==> config.mk <==
export PLATFORM = sky130hd
export DESIGN_NAME = cc_branch_ctrl_flat
export DESIGN_NICKNAME = d
export VERILOG_FILES = /design/src/rtl/cc_branch_ctrl_if.sv /design/src/rtl/cc_branch_ctrl.sv /design/src/flat_wrapper.sv
export SDC_FILE = /design/constraint.sdc
export NUM_CORES = 1
export LEC_CHECK = 0
export ABC_AREA = 1
export CAP_MARGIN = 30
export CORE_UTILIZATION = 40
export DETAILED_ROUTE_END_ITERATION = 10
export PLACE_DENSITY = 0.73
export SYNTH_ARGS = -nofsm -noshare
export SYNTH_HDL_FRONTEND = slang
export SYNTH_SLANG_ARGS = --single-unit
==> constraint.sdc <==
create_clock -name clk -period 1.7 [get_ports clk]
set_clock_uncertainty 0.15 [all_clocks]
set_input_delay 0.255 -clock clk [delete_from_list [all_inputs] [get_ports clk]]
set_output_delay 0.255 -clock clk [all_outputs]
set_load 0.01 [all_outputs]
==> src/rtl/cc_branch_ctrl_if.sv <==
// Branch-evaluation handshake between the decode stage and cc_branch_ctrl.
interface cc_branch_ctrl_if;
    logic       br_valid;
    logic [2:0] br_nzp;
    logic       br_ready;
    logic       br_done;
    logic       br_taken;

    // Requester side: issues the BR mask, receives the decision.
    modport master (
        output br_valid,
        output br_nzp,
        input  br_ready,
        input  br_done,
        input  br_taken
    );

    // Controller side.
    modport slave (
        input  br_valid,
        input  br_nzp,
        output br_ready,
        output br_done,
        output br_taken
    );
endinterface

==> src/rtl/cc_branch_ctrl.sv <==
// Condition-code tracker and BR evaluator. It does a two-stage CC update from
// the register-write bus, does a direct PSR load, stalls branches on a CC
// hazard, and keeps a saturating count of taken branches.
module cc_branch_ctrl #(
    parameter int unsigned CNT_W = 8
) (
    input  logic                 clk,
    input  logic                 rst_n,
    input  logic [15:0]          bus_in,
    input  logic                 ld_cc,
    input  logic                 psr_wr,
    input  logic [2:0]           psr_nzp,
    input  logic                 cnt_clr,
    cc_branch_ctrl_if.slave      br,
    output logic [2:0]           cc_nzp,
    output logic [CNT_W-1:0]     taken_cnt,
    output logic                 cc_err
);

    localparam int unsigned BUS_W    = 16;
    localparam logic [2:0]  CC_RESET = 3'b010;
    localparam logic [CNT_W-1:0] CNT_MAX = '1;

    typedef enum logic {
        IDLE = 1'b0,
        EVAL = 1'b1
    } state_e;

    state_e             state_q, state_d;
    logic [BUS_W-1:0]   bus_q, bus_d;
    logic               pending_q, pending_d;
    logic [2:0]         cc_q, cc_d;
    logic               err_q, err_d;
    logic               done_q, done_d;
    logic               taken_q, taken_d;
    logic [CNT_W-1:0]   cnt_q, cnt_d;
    logic               ready_c;
    logic               hs_c;

    // A branch may only sample the CC when no update is queued or arriving.
    always_comb begin
        ready_c = (state_q == IDLE) && !pending_q && !ld_cc && !psr_wr;
        hs_c    = br.br_valid && ready_c;
    end

    // Next-state, CC pipeline, branch decision and counter.
    always_comb begin
        state_d   = state_q;
        bus_d     = bus_q;
        pending_d = 1'b0;
        cc_d      = cc_q;
        err_d     = err_q;
        done_d    = 1'b0;
        taken_d   = 1'b0;
        cnt_d     = cnt_q;

        // CC source: a PSR load beats a queued bus update and a new capture.
        if (psr_wr) begin
            if ($onehot(psr_nzp)) begin
                cc_d = psr_nzp;
            end else begin
                cc_d  = CC_RESET;
                err_d = 1'b1;
            end
        end else begin
            if (pending_q) begin
                cc_d = {bus_q[BUS_W-1],
                        (bus_q == '0),
                        !bus_q[BUS_W-1] && (bus_q != '0)};
            end
            if (ld_cc) begin
                bus_d     = bus_in;
                pending_d = 1'b1;
            end
        end

        // The CC cannot move between the handshake and EVAL, so the decision
        // is resolved at the handshake and simply presented during EVAL.
        unique case (state_q)
            IDLE: begin
                if (hs_c) begin
                    state_d = EVAL;
                    done_d  = 1'b1;
                    taken_d = |(br.br_nzp & cc_q);
                end
            end
            EVAL: begin
                state_d = IDLE;
            end
            default: begin
                state_d = IDLE;
            end
        endcase

        if (cnt_clr) begin
            cnt_d = '0;
        end else if (done_q && taken_q && (cnt_q != CNT_MAX)) begin
            cnt_d = cnt_q + CNT_W'(1);
        end
    end

    // State registers.
    always_ff @(posedge clk or negedge rst_n) begin
        if (!rst_n) begin
            state_q   <= IDLE;
            bus_q     <= '0;
            pending_q <= 1'b0;
            cc_q      <= CC_RESET;
            err_q     <= 1'b0;
            done_q    <= 1'b0;
            taken_q   <= 1'b0;
            cnt_q     <= '0;
        end else begin
            state_q   <= state_d;
            bus_q     <= bus_d;
            pending_q <= pending_d;
            cc_q      <= cc_d;
            err_q     <= err_d;
            done_q    <= done_d;
            taken_q   <= taken_d;
            cnt_q     <= cnt_d;
        end
    end

    // Ready is forced low while reset is held.
    assign br.br_ready = rst_n && ready_c;
    assign br.br_done  = done_q;
    assign br.br_taken = taken_q;
    assign cc_nzp      = cc_q;
    assign taken_cnt   = cnt_q;
    assign cc_err      = err_q;

endmodule

==> src/flat_wrapper.sv <==
// flat-port wrapper written by rule: the top's interface ports become plain ports
module cc_branch_ctrl_flat 
#(
    parameter int unsigned CNT_W = 8
)
  (clk, rst_n, bus_in, ld_cc, psr_wr, psr_nzp, cnt_clr, cc_nzp, taken_cnt, cc_err, br_br_valid, br_br_nzp, br_br_ready, br_br_done, br_br_taken);
  cc_branch_ctrl_if br_i ();
  input  logic clk;
  input  logic rst_n;
  input  logic [15:0] bus_in;
  input  logic ld_cc;
  input  logic psr_wr;
  input  logic [2:0] psr_nzp;
  input  logic cnt_clr;
  output logic [2:0] cc_nzp;
  output logic [CNT_W-1:0] taken_cnt;
  output logic cc_err;
  input wire logic [$bits(br_i.br_valid)-1:0] br_br_valid;
  input wire logic [$bits(br_i.br_nzp)-1:0] br_br_nzp;
  output wire logic [$bits(br_i.br_ready)-1:0] br_br_ready;
  output wire logic [$bits(br_i.br_done)-1:0] br_br_done;
  output wire logic [$bits(br_i.br_taken)-1:0] br_br_taken;
  assign br_i.br_valid = br_br_valid;
  assign br_i.br_nzp = br_br_nzp;
  assign br_br_ready = br_i.br_ready;
  assign br_br_done = br_i.br_done;
  assign br_br_taken = br_i.br_taken;
  cc_branch_ctrl #(.CNT_W(CNT_W)) u_core (.clk(clk), .rst_n(rst_n), .bus_in(bus_in), .ld_cc(ld_cc), .psr_wr(psr_wr), .psr_nzp(psr_nzp), .cnt_clr(cnt_clr), .br(br_i), .cc_nzp(cc_nzp), .taken_cnt(taken_cnt), .cc_err(cc_err));
endmodule
# Word level (Yosys, flattened, before mapping)
# Index checks and enable logic that the tools add are counted.
[word_totals]
regBits = 32
inputBits = 28
output_inout_bits = 15
word_cells = 48
[classes]
n_addsub = 3
eq_ne = 2
muxes = 12
bitwise_logic = 4
n_reduce_logical = 19
[op_table]
columns = ["operator", "count"]
rows = [
  ["$logic_not 16->1", 1],
  ["$mux 8", 2],
  ["$reduce_bool 16->1", 1],
  ["$mux 3", 3],
  ["$add 8x1->8 const B", 1],
  ["$logic_and 1x1->1", 8],
  ["$ne 8x8->1 const B", 1],
  ["$mux 1", 6],
  ["$logic_not 1->1", 4],
  ["$reduce_and 2->1", 2],
  ["$reduce_bool 2->1", 2],
  ["$and 3x3->3", 1],
  ["$not 1->1", 3],
  ["$reduce_or 3->1", 1],
  ["$add 1x1->2", 1],
  ["$add 2x1->2", 1],
  ["$eq 2x1->1 const B", 1],
  ["$pmux 1 s2", 1],
]

# Logic depth before layout (Yosys ltp)
# Gate-level depths: netlist of the first run.
[depth]
ltp_word = 7
mapped_depth = 8
depth_no_buf = 8

# Least setup slack after synthesis of the first run
# OpenSTA, ideal clock, no wires.
[synth_path]
kind = "register to register"
startpoint = "register u_core.cnt_q[0], in the netlist u_core.taken_cnt[0]"
endpoint = "register u_core.cnt_q[1], in the netlist u_core.taken_cnt[1]"
setup_ps = 118
t_arrival_ps = 1245
required_ps = 1432
setup_slack_ps = 187
path_stages_with_launch = 9
n_path_buf = 0
period_less_slack_ps = 1513
cell_sequence = "dfrtp_1 -> ha_1 -> nand2_2 -> nor2_4 -> nand2_4 -> nand3_4 -> inv_1 -> nand2_1 -> nand2_1"
[synth_between]
elab_chain_len = 3
elab_cells_between_ends = 6
cone_classes = "1 x add/sub; 1 x eq/ne; 2 x mux; 2 x reduce/logical"
[synth_rtl]
columns = ["element", "line_no", "source"]
rows = [
  ["start, declared", "cc_branch_ctrl.sv:36", "logic [CNT_W-1:0] cnt_q, cnt_d;"],
  ["start signal, assigned", "cc_branch_ctrl.sv:121", "cnt_q <= cnt_d;"],
  ["$add 8x1->8 or $ne 8x8->1 (tied branches)", "cc_branch_ctrl.sv:98, cc_branch_ctrl.sv:97", ""],
  ["$mux 8 or $logic_and 1x1->1 (tied branches)", "cc_branch_ctrl.sv:97", "end else if (done_q && taken_q && (cnt_q != CNT_MAX)) begin"],
  ["$mux 8 or $reduce_bool 2->1 (tied branches)", "--", ""],
]
# Parallel ways exist; a longest one is shown, timed or not. The select of a mux whose other input is x is not followed.
# A chain may end at the register's enable or synchronous reset.

# Worst setup path after layout of the first run
[layout_path]
startpoint = "register u_core.cnt_q[5], in the netlist u_core.taken_cnt[5]"
endpoint = "output taken_cnt[5]"
[layout_lines]
columns = ["element", "line_no", "source"]
rows = [
  ["end, declared", "flat_wrapper.sv:16", "output logic [CNT_W-1:0] taken_cnt;"],
]
# No word-level cell between the ends.

==> impl_results.md, run 1 <==
* Gpl congestion at 0.774
* Period minus WS final at 1650 ps
* Std-Cell Rows at 21
* CP cell instances: clkdlybuf4s50_1
* Core ar. at 0.00347 mm^2
* Worst IR Drop VDD at 0.522 mV
* Vias in the first global route at 1264
* Worst min path class: primary input to register
* M2 GR Usage at 29.5%
* Pwr Total at 1.95 mW
* Top cell type's share of synthesized area at 49.6%
* Maximum clock rate at 605 MHz
* Die Wd at 63.5 um
* Status: complete, no violations
* Commonest non-fill, non-tap cell in the layout: nand2_1
* IO Port Bufs at 42
* Syn Nets at 211
* Tcrit/Tclk final at 97.3%
* First-pass GRT wire length at 5600 um
* Full die area at 0.00403 mm^2
* Fillers at 330
* Post-synthesis register bit count at 31
* Clk pin slew, worst setup/hold paths at 60 ps
* Finished Layout Cells at 290
* Fin. Hold Viols at 0
* Most used routing layer: met2
* Util after Layout at 64.7%
* GRT met1 Usage at 22.6%
* GRT Overall Usage at 18.3%
* IO Count at 43
* YS warnings at 0
* Total CTS buffers at 5
* Critical Path Start Type: register
* Layout cell share with drive strength beyond 1 at 16.0%
* Pwr dens at 869 mW/mm^2
* Syn Area/Cell at 8.36 um^2
* Clk_lat worst skew at 290 ps
* Synth Instances at 181
* Max Cap Viol at 0
* Drt wl/cell at 10.8 um
* Remaining antenna violation count at 0
* DRC Markers at 0
* Inst Count DP at 278
* Worst Path Buf+Inv at 1
* CTS root buffer: clkbuf_8
* Initial Util at 43.7%
* Family with the most delay on the worst path: buffers and inverters
* Remaining global-route overflow at 0
* Vias/cell at 4.64
* Seq. cell area at 779 um^2
* CTS H-Tree Depth at 2
* Post-synth top area cell: dfrtp_1
* Total Wirelength at 3130 um
* Cell area after layout at 0.00224 mm^2
* Netlist cell types at 26
* CTS tree: built
* Synth area leaders: dfrtp_1, nand2_1, nand3_1
* Largest net degree at the start of global routing at 32
* Critical-path top delay cell: clkdlybuf4s50_1
* Clock sink count at 31
* Via count at 1346
* Hold Worst Slack at 146 ps
* Die H at 63.5 um
* Slew @ Worst Pin at 376 ps
* CP Max Fanout at 6
* Synth Cell Area at 0.00151 mm^2
* Slew Limit Fails at 0
* Initial antenna violation count at 0
* Final setup fails at 0
* Router iterations before antenna repair at 4
* Critical Path End Type: output port
* Post-DP HPWL at 2240 um
* Worst Path Arrival at 1250 ps
* Met3 usage at 6.70%
* Multi-input logic area at 666 um^2
* Worst path required time at 1290 ps
* Worst slew margin at 74.9%
* Largest stage delay on the critical path at 550 ps
* Kind of critical path: register to output port
* Seq/Total Area, Yosys at 51.3%
* Most frequent cells in the layout: nand2_1, clkdlybuf4s50_1, dfrtp_1, nor2_1, buf_4
* Post-Place Cell Area at 0.00207 mm^2
* Ant diodes at 0
* Layout Nets at 273
* Leakage Power at 1.11 nW
* Area growth syn-to-layout at 48.3%
* Longest Clk Path Bufs at 2
* Initial DRC count at 79
[synth_stat cells]
master / number
xor2_1: 1
mux2i_4: 1
nand2_8: 1
and3_1: 1
fa_1: 1
nand2_4: 2
inv_1: 16
nand2_2: 1
nand3_1: 15
a31oi_1: 1
dfrtp_1: 30
o211ai_1: 1
nand2_1: 67
clkinv_1: 1
xnor2_1: 2
a22oi_1: 1
ha_1: 1
nor2_4: 2
nand3_4: 1
dfstp_2: 1
o21bai_1: 1
nor3_1: 2
buf_2: 3
a21oi_1: 1
o21ai_0: 8
nor2_1: 19
[per-layer routing]
metal  vias up  part of all wire (%)
li1        687                     -
met1       621                    46
met2        33                    48
met3         5                   4.7
met4         0                   1.2
met5         -                     0
[final timing paths]
path	from	slack [ps]	cells after the start	end
min in group asynchronous	rst_n	220	2	u_core.taken_cnt[4]
min	psr_nzp[2]	150	3	u_core.cc_nzp[2]
max reg2reg	u_core.taken_cnt[1]	200	8	u_core.taken_cnt[6]
max	u_core.taken_cnt[5]	50	1	taken_cnt[5]
max in group asynchronous	rst_n	870	2	u_core.cc_nzp[1]
min reg2reg	u_core.cc_err	320	1	u_core.cc_err
[metrics by stage]
stage / setup WS [ps] / TNS (ps)
detailed placement: -313 / -1220
finish: 46.1 / 0
floorplan: 187 / 0
CTS: 11.2 / 0
global placement: -245 / -1020
global route: -2.83 / -2.83
[worst reg2reg max path, stage by stage (launching register included)]
cell,delay [ps]
dfrtp_1,390
ha_1,230
nand2_2,90
nor2_4,120
nand2_4,100
nand3_4,110
inv_1,80
nand2_1,70
nand2_1,50
[report_power, final]
group / internal, mW / switching (mW) / leakage [nW]
sequential: 0.798 / 0.0330 / 0.392
combinational: 0.132 / 0.113 / 0.654
clock: 0.584 / 0.291 / 0.0644
[layout make-up]
| cell class | count | share of cell area, % |
|---|---|---|
| clock buffers | 5 | 3.07 |
| repair buffers | 58 | 24.1 |
| inverters | 17 | 2.84 |
| flip-flops and latches | 31 | 34.7 |
| multi-input cells | 130 | 29.7 |
| clock inverters | 3 | 3.01 |
| well taps | 46 | 2.56 |
[registers in the layout (all words and copies together) (netlist names)]
signal	count
u_core.br.br_done	1
u_core.bus_q	16
u_core.br.br_taken	1
u_core.pending_q	1
u_core.cc_nzp	3
u_core.cc_err	1
u_core.taken_cnt	8
[logic make-up after synthesis]
kind of cell | Yosys count | share of synthesized area, %
buf+inv | 20 | 5.21
flops | 31 | 51.3
simple gates | 111 | 33.2
fa+ha+maj | 2 | 2.15
compound gates | 13 | 4.88
mux | 1 | 1.49
xor+xnor | 3 | 1.74
[repair_timing]
item,4_1_cts,5_1_grt
pin swaps,0,2
resized for setup,7,5
hold buffers,0,0
setup buffers,1,3
endpoints found under the setup margin,7,7
No activity file was read; power rests on OpenSTA's default activity.
==> run 2: changes to the inputs <==
--- a/config.mk
+++ b/config.mk
@@ -10,6 +10,8 @@
 export CORE_UTILIZATION = 40
 export DETAILED_ROUTE_END_ITERATION = 10
 export PLACE_DENSITY = 0.73
+export RECOVER_POWER = 25
+export SLEW_MARGIN = 5
 export SYNTH_ARGS = -nofsm -noshare
 export SYNTH_HDL_FRONTEND = slang
 export SYNTH_SLANG_ARGS = --single-unit
==> run 2 against run 1 <==
Net effect:
- global-route usage is the same
- routed wire length is the same
- register-to-register slack is essentially flat
- count of clock-buffer cells in the layout is the same
- non-clock buffer count is the same
- flip-flop and latch count is the same
- sequential share of layout area is essentially flat
- cell area shrank 0.11%
- worst setup slack is the same
- sequential power is essentially flat
- maximum frequency is the same
==> impl_results.md, run 2 (synthesis gave the netlist of run 1 again) <==
* Kind of critical path: register to output port
* CTS root buffer: clkbuf_8
* CTS H-Tree Depth at 2
* Die Wd at 63.5 um
* Largest net degree at the start of global routing at 32
* Gpl congestion at 0.774
* Vias/cell at 4.64
* CTS tree: built
* Family with the most delay on the worst path: buffers and inverters
* Pwr dens at 870 mW/mm^2
* Layout Nets at 273
* First-pass GRT wire length at 5600 um
* Multi-input logic area at 666 um^2
* Slew @ Worst Pin at 728 ps
* Die H at 63.5 um
* Largest stage delay on the critical path at 550 ps
* Via count at 1345
* Critical Path Start Type: register
* Commonest non-fill, non-tap cell in the layout: nand2_1
* Period minus WS final at 1650 ps
* Layout cell share with drive strength beyond 1 at 16.0%
* Worst min path class: primary input to register
* Most frequent cells in the layout: nand2_1, clkdlybuf4s50_1, dfrtp_1, nor2_1
* Critical Path End Type: output port
* Initial Util at 43.7%
* Leakage Power at 1.11 nW
* Remaining global-route overflow at 0
* Fillers at 331
* Number of flip-flops in the largest register at 16
* Critical-path top delay cell: clkdlybuf4s50_1
* Clk pin slew, worst setup/hold paths at 60 ps
* Seq pwr share at 42.6%
* Status: complete, no violations
* Ant diodes at 0
* CP cell instances: clkdlybuf4s50_1
* Worst Path Buf+Inv at 1
* Router iterations before antenna repair at 4
* Full die area at 0.00403 mm^2
* Combinational share of power at 12.5%
* Post-DP HPWL at 2240 um
* Initial DRC count at 79
* Clock sink count at 31
* Core ar. at 0.00347 mm^2
* Pwr Total at 1.95 mW
* Vias in the first global route at 1264
* Pre-CTS WS at -313 ps
* Worst slew margin at 51.4%
* CP Max Fanout at 6
* Worst Path Arrival at 1250 ps
* GRT Overall Usage at 18.3%
* Total Wirelength at 3130 um
* Max Cap Viol at 0
* Final setup fails at 0
* Final WS setup at 46.1 ps
* Worst IR Drop VDD at 0.522 mV
* Clk_lat worst skew at 290 ps
* Drt wl/cell at 10.8 um
* Total CTS buffers at 5
* Maximum clock rate at 605 MHz
* Fin. Hold Viols at 0
* Initial antenna violation count at 0
* Std-Cell Rows at 21
* Seq. cell area at 779 um^2
* Longest Clk Path Bufs at 2
* Internal Power at 1.51 mW
* Switch Pwr at 0.436 mW
* Clock share of power at 44.9%
* Top reg by flops: u_core.bus_q
* Tcrit/Tclk final at 97.3%
* DRC Markers at 0
* IO Count at 43
* Worst path required time at 1290 ps
* Slew Limit Fails at 0
* IO Port Bufs at 42
* Remaining antenna violation count at 0
* Switching share of power at 22.4%
* Area growth syn-to-layout at 48.1%
-- run 2: power groups by stage --
stage	Combinational [mW]	Clock [mW]	Sequential (mW)
after floorplan	0.101	0	0.842
after global placement	0.243	0	0.841
after detailed placement	0.248	0	0.844
after CTS	0.250	0.890	0.831
after global routing	0.279	0.939	0.838
final	0.243	0.875	0.831
-- run 2: stage by stage --
stage	hold WS, ps	util, %	TNS [ps]	std cells	area (um^2)
after floorplan	-191	-	0	181	1510
after detailed placement	309	59.6	-1220	278	2070
after CTS	239	63.9	0	287	2210
final	146	64.6	0	290	2240
after global routing	190	64.6	-2.83	290	2240
after global placement	305	59.6	-1020	278	2070
-- run 2: cell type report --
type	count	area share (%)
multi-input cells	130	29.7
clock inverters	3	3.01
inverters	17	2.85
well taps	46	2.57
flip-flops and latches	31	34.8
clock buffers	5	3.07
repair buffers	58	24.1
-- run 2: what timing repair did --
item | CTS | global route
pin swaps | 0 | 2
endpoints found under the setup margin | 7 | 7
hold buffers | 0 | 0
resized for setup | 7 | 5
setup buffers | 1 | 3
-- run 2: worst paths after layout --
check | cells past startpoint | to | slack (ps) | startpoint
max in group asynchronous | 2 | u_core.taken_cnt[5] | 470 | rst_n
min in group asynchronous | 2 | u_core.taken_cnt[4] | 420 | rst_n
hold reg to reg | 1 | u_core.cc_err | 320 | u_core.cc_err
setup reg to reg | 8 | u_core.taken_cnt[6] | 200 | u_core.taken_cnt[1]
setup / recovery | 1 | taken_cnt[5] | 50 | u_core.taken_cnt[5]
hold / removal | 3 | u_core.cc_nzp[2] | 150 | psr_nzp[2]
-- run 2: routing by layer --
metal	vias to the layer above	global-route usage [%]	part of all wire, %	wire (um)
met2	33	29.5	48	1500
met4	0	5.97	1.2	38
met3	5	6.70	4.7	146
li1	687	-	-	-
met1	620	22.6	46	1450
met5	-	0	0	0
-- run 2: worst reg2reg max path, stage by stage, from the launching register on --
cell,delay (ps)
dfrtp_1,390
ha_1,230
nand2_2,90
nor2_4,120
nand2_4,100
nand3_4,110
inv_1,80
nand2_1,70
nand2_1,50
==> run 3: changes to the inputs <==
--- a/config.mk
+++ b/config.mk
@@ -9,6 +9,7 @@
 export CAP_MARGIN = 30
 export CORE_UTILIZATION = 40
 export DETAILED_ROUTE_END_ITERATION = 10
+export GPL_TIMING_DRIVEN = 0
 export PLACE_DENSITY = 0.73
 export RECOVER_POWER = 25
 export SLEW_MARGIN = 5
==> run 3 against run 2 <==
Net effect:
- total power down 17%
- die area unchanged
- via count down 2.9%
- worst setup slack better by 9.1 ps
- count of clock-buffer cells in the layout up 1
- first-iteration DRC count down 41%
- global-route usage down 1.4 points
- final cell count down 2.8%
==> impl_results.md, run 3 (synthesis gave the netlist of run 1 again) <==
* Top reg by flops: u_core.bus_q
* Via count at 1306
* Kind of critical path: register to output port
* Fillers at 329
* Status: complete, no violations
* Worst slew margin at 51.8%
* Finished Layout Cells at 282
* Final setup fails at 0
* Vias/cell at 4.63
* CP Max Fanout at 6
* Inst Count DP at 269
* Maximum clock rate at 608 MHz
* Commonest non-fill, non-tap cell in the layout: nand2_1
* Full die area at 0.00403 mm^2
* IO Port Bufs at 42
* Initial Util at 43.7%
* Die H at 63.5 um
* Pwr Total at 1.62 mW
* Family with the most delay on the worst path: buffers and inverters
* Layout Nets at 266
* Initial antenna violation count at 0
* Leakage Power at 1.06 nW
* IO Count at 43
* Area growth syn-to-layout at 41.8%
* Core ar. at 0.00347 mm^2
* Number of flip-flops in the largest register at 16
* Slew @ Worst Pin at 723 ps
* Fin. Hold Viols at 0
* Longest Clk Path Bufs at 2
* Worst Path Buf+Inv at 1
* Layout cell share with drive strength beyond 1 at 14.0%
* DRC Markers at 0
* CP cell instances: clkdlybuf4s50_1
* First-pass GRT wire length at 5140 um
* Total Wirelength at 2880 um
* Critical Path Start Type: register
* CTS tree: built
* Worst path required time at 1290 ps
* Total CTS buffers at 5
* Initial DRC count at 47
* Worst min path class: primary input to register
* Pwr dens at 755 mW/mm^2
* Gpl congestion at 0.748
* Worst IR Drop VDD at 0.466 mV
* Std-Cell Rows at 21
* Largest stage delay on the critical path at 550 ps
* CTS root buffer: clkbuf_8
* CTS H-Tree Depth at 2
* Slew Limit Fails at 0
* Clk_lat worst skew at 270 ps
* GRT Overall Usage at 16.9%
* Post-DP HPWL at 2120 um
* Critical-path top delay cell: clkdlybuf4s50_1
* Critical Path End Type: output port
* Router iterations before antenna repair at 4
* Remaining antenna violation count at 0
* Remaining global-route overflow at 0
* Drt wl/cell at 10.2 um
* Vias in the first global route at 1198
* Max Cap Viol at 0
* Clk pin slew, worst setup/hold paths at 60 ps
* Most frequent cells in the layout: nand2_1, clkdlybuf4s50_1, dfrtp_1, nor2_1
* Largest net degree at the start of global routing at 31
* Worst Path Arrival at 1240 ps
* Tcrit/Tclk final at 96.8%
* Ant diodes at 0
* Die Wd at 63.5 um
* Clock sink count at 31
* Period minus WS final at 1640 ps
==> run 3: cell type report <==
| type | instances | area (um^2) | area share, % |
|---|---|---|---|
| sequential | 31 | 782 | 36.4 |
| multi-input combinational | 130 | 671 | 31.2 |
| timing repair buffer | 48 | 470 | 21.9 |
| clock buffer | 6 | 82.6 | 3.85 |
| inverter | 17 | 63.8 | 2.97 |
| tap | 46 | 57.6 | 2.68 |
| buffer | 3 | 15.0 | 0.699 |
| clock inverter | 1 | 5.00 | 0.233 |
==> run 3: per-layer routing <==
metal	track usage, %	share of wire [%]
met1	20.7	45
met2	26.3	48
met3	5.80	5.4
met4	8.52	1.3
met5	0	0
==> run 3: where the power goes <==
group	switching [mW]	internal [mW]
clock network	0.239	0.316
logic	0.110	0.123
registers	0.0334	0.799
==> run 3: worst paths after layout <==
check                                    start  slack (ps)                  end  depth (start not counted)
setup / recovery           u_core.taken_cnt[2]          60         taken_cnt[2]                          1
hold / removal                      psr_nzp[2]         140     u_core.cc_nzp[2]                          3
setup reg to reg           u_core.taken_cnt[0]         170  u_core.taken_cnt[1]                          8
hold reg to reg                u_core.bus_q[5]         320      u_core.bus_q[5]                          2
max in group asynchronous                rst_n         250  u_core.taken_cnt[3]                          3
min in group asynchronous                rst_n         390     u_core.cc_nzp[1]                          2
==> run 3: worst reg2reg max path: stages (launching register included) <==
cell and delay (ps):
dfrtp_2 410, ha_1 240, nand2_2 100, nor2_4 130
nand2_4 100, nand3_4 110, inv_1 80, nand2_1 60
nand2_1 50
==> run 3: stage by stage <==
step	hold WS (ps)	setup slack, ps	cell area [um^2]	setup TNS [ps]	utilization, %
6_report	137	55.2	2150	0	61.9
2_1_floorplan	-191	187	1510	0	-
5_1_grt	140	-0.326	2150	-0.326	61.9
3_5_place_dp	193	-487	1990	-1370	57.3
4_1_cts	327	4.70	2120	0	61.0
3_3_place_gp	305	-1250	1990	-13010	57.4
==> run 3: repair_timing <==
action	4_1_cts	5_1_grt
pin swaps	0	5
endpoints found under the hold margin	30	0
endpoints found under the setup margin	5	6
gates cloned	0	0
resized for setup	9	10
hold buffers	2	0
buffers inserted	0	4
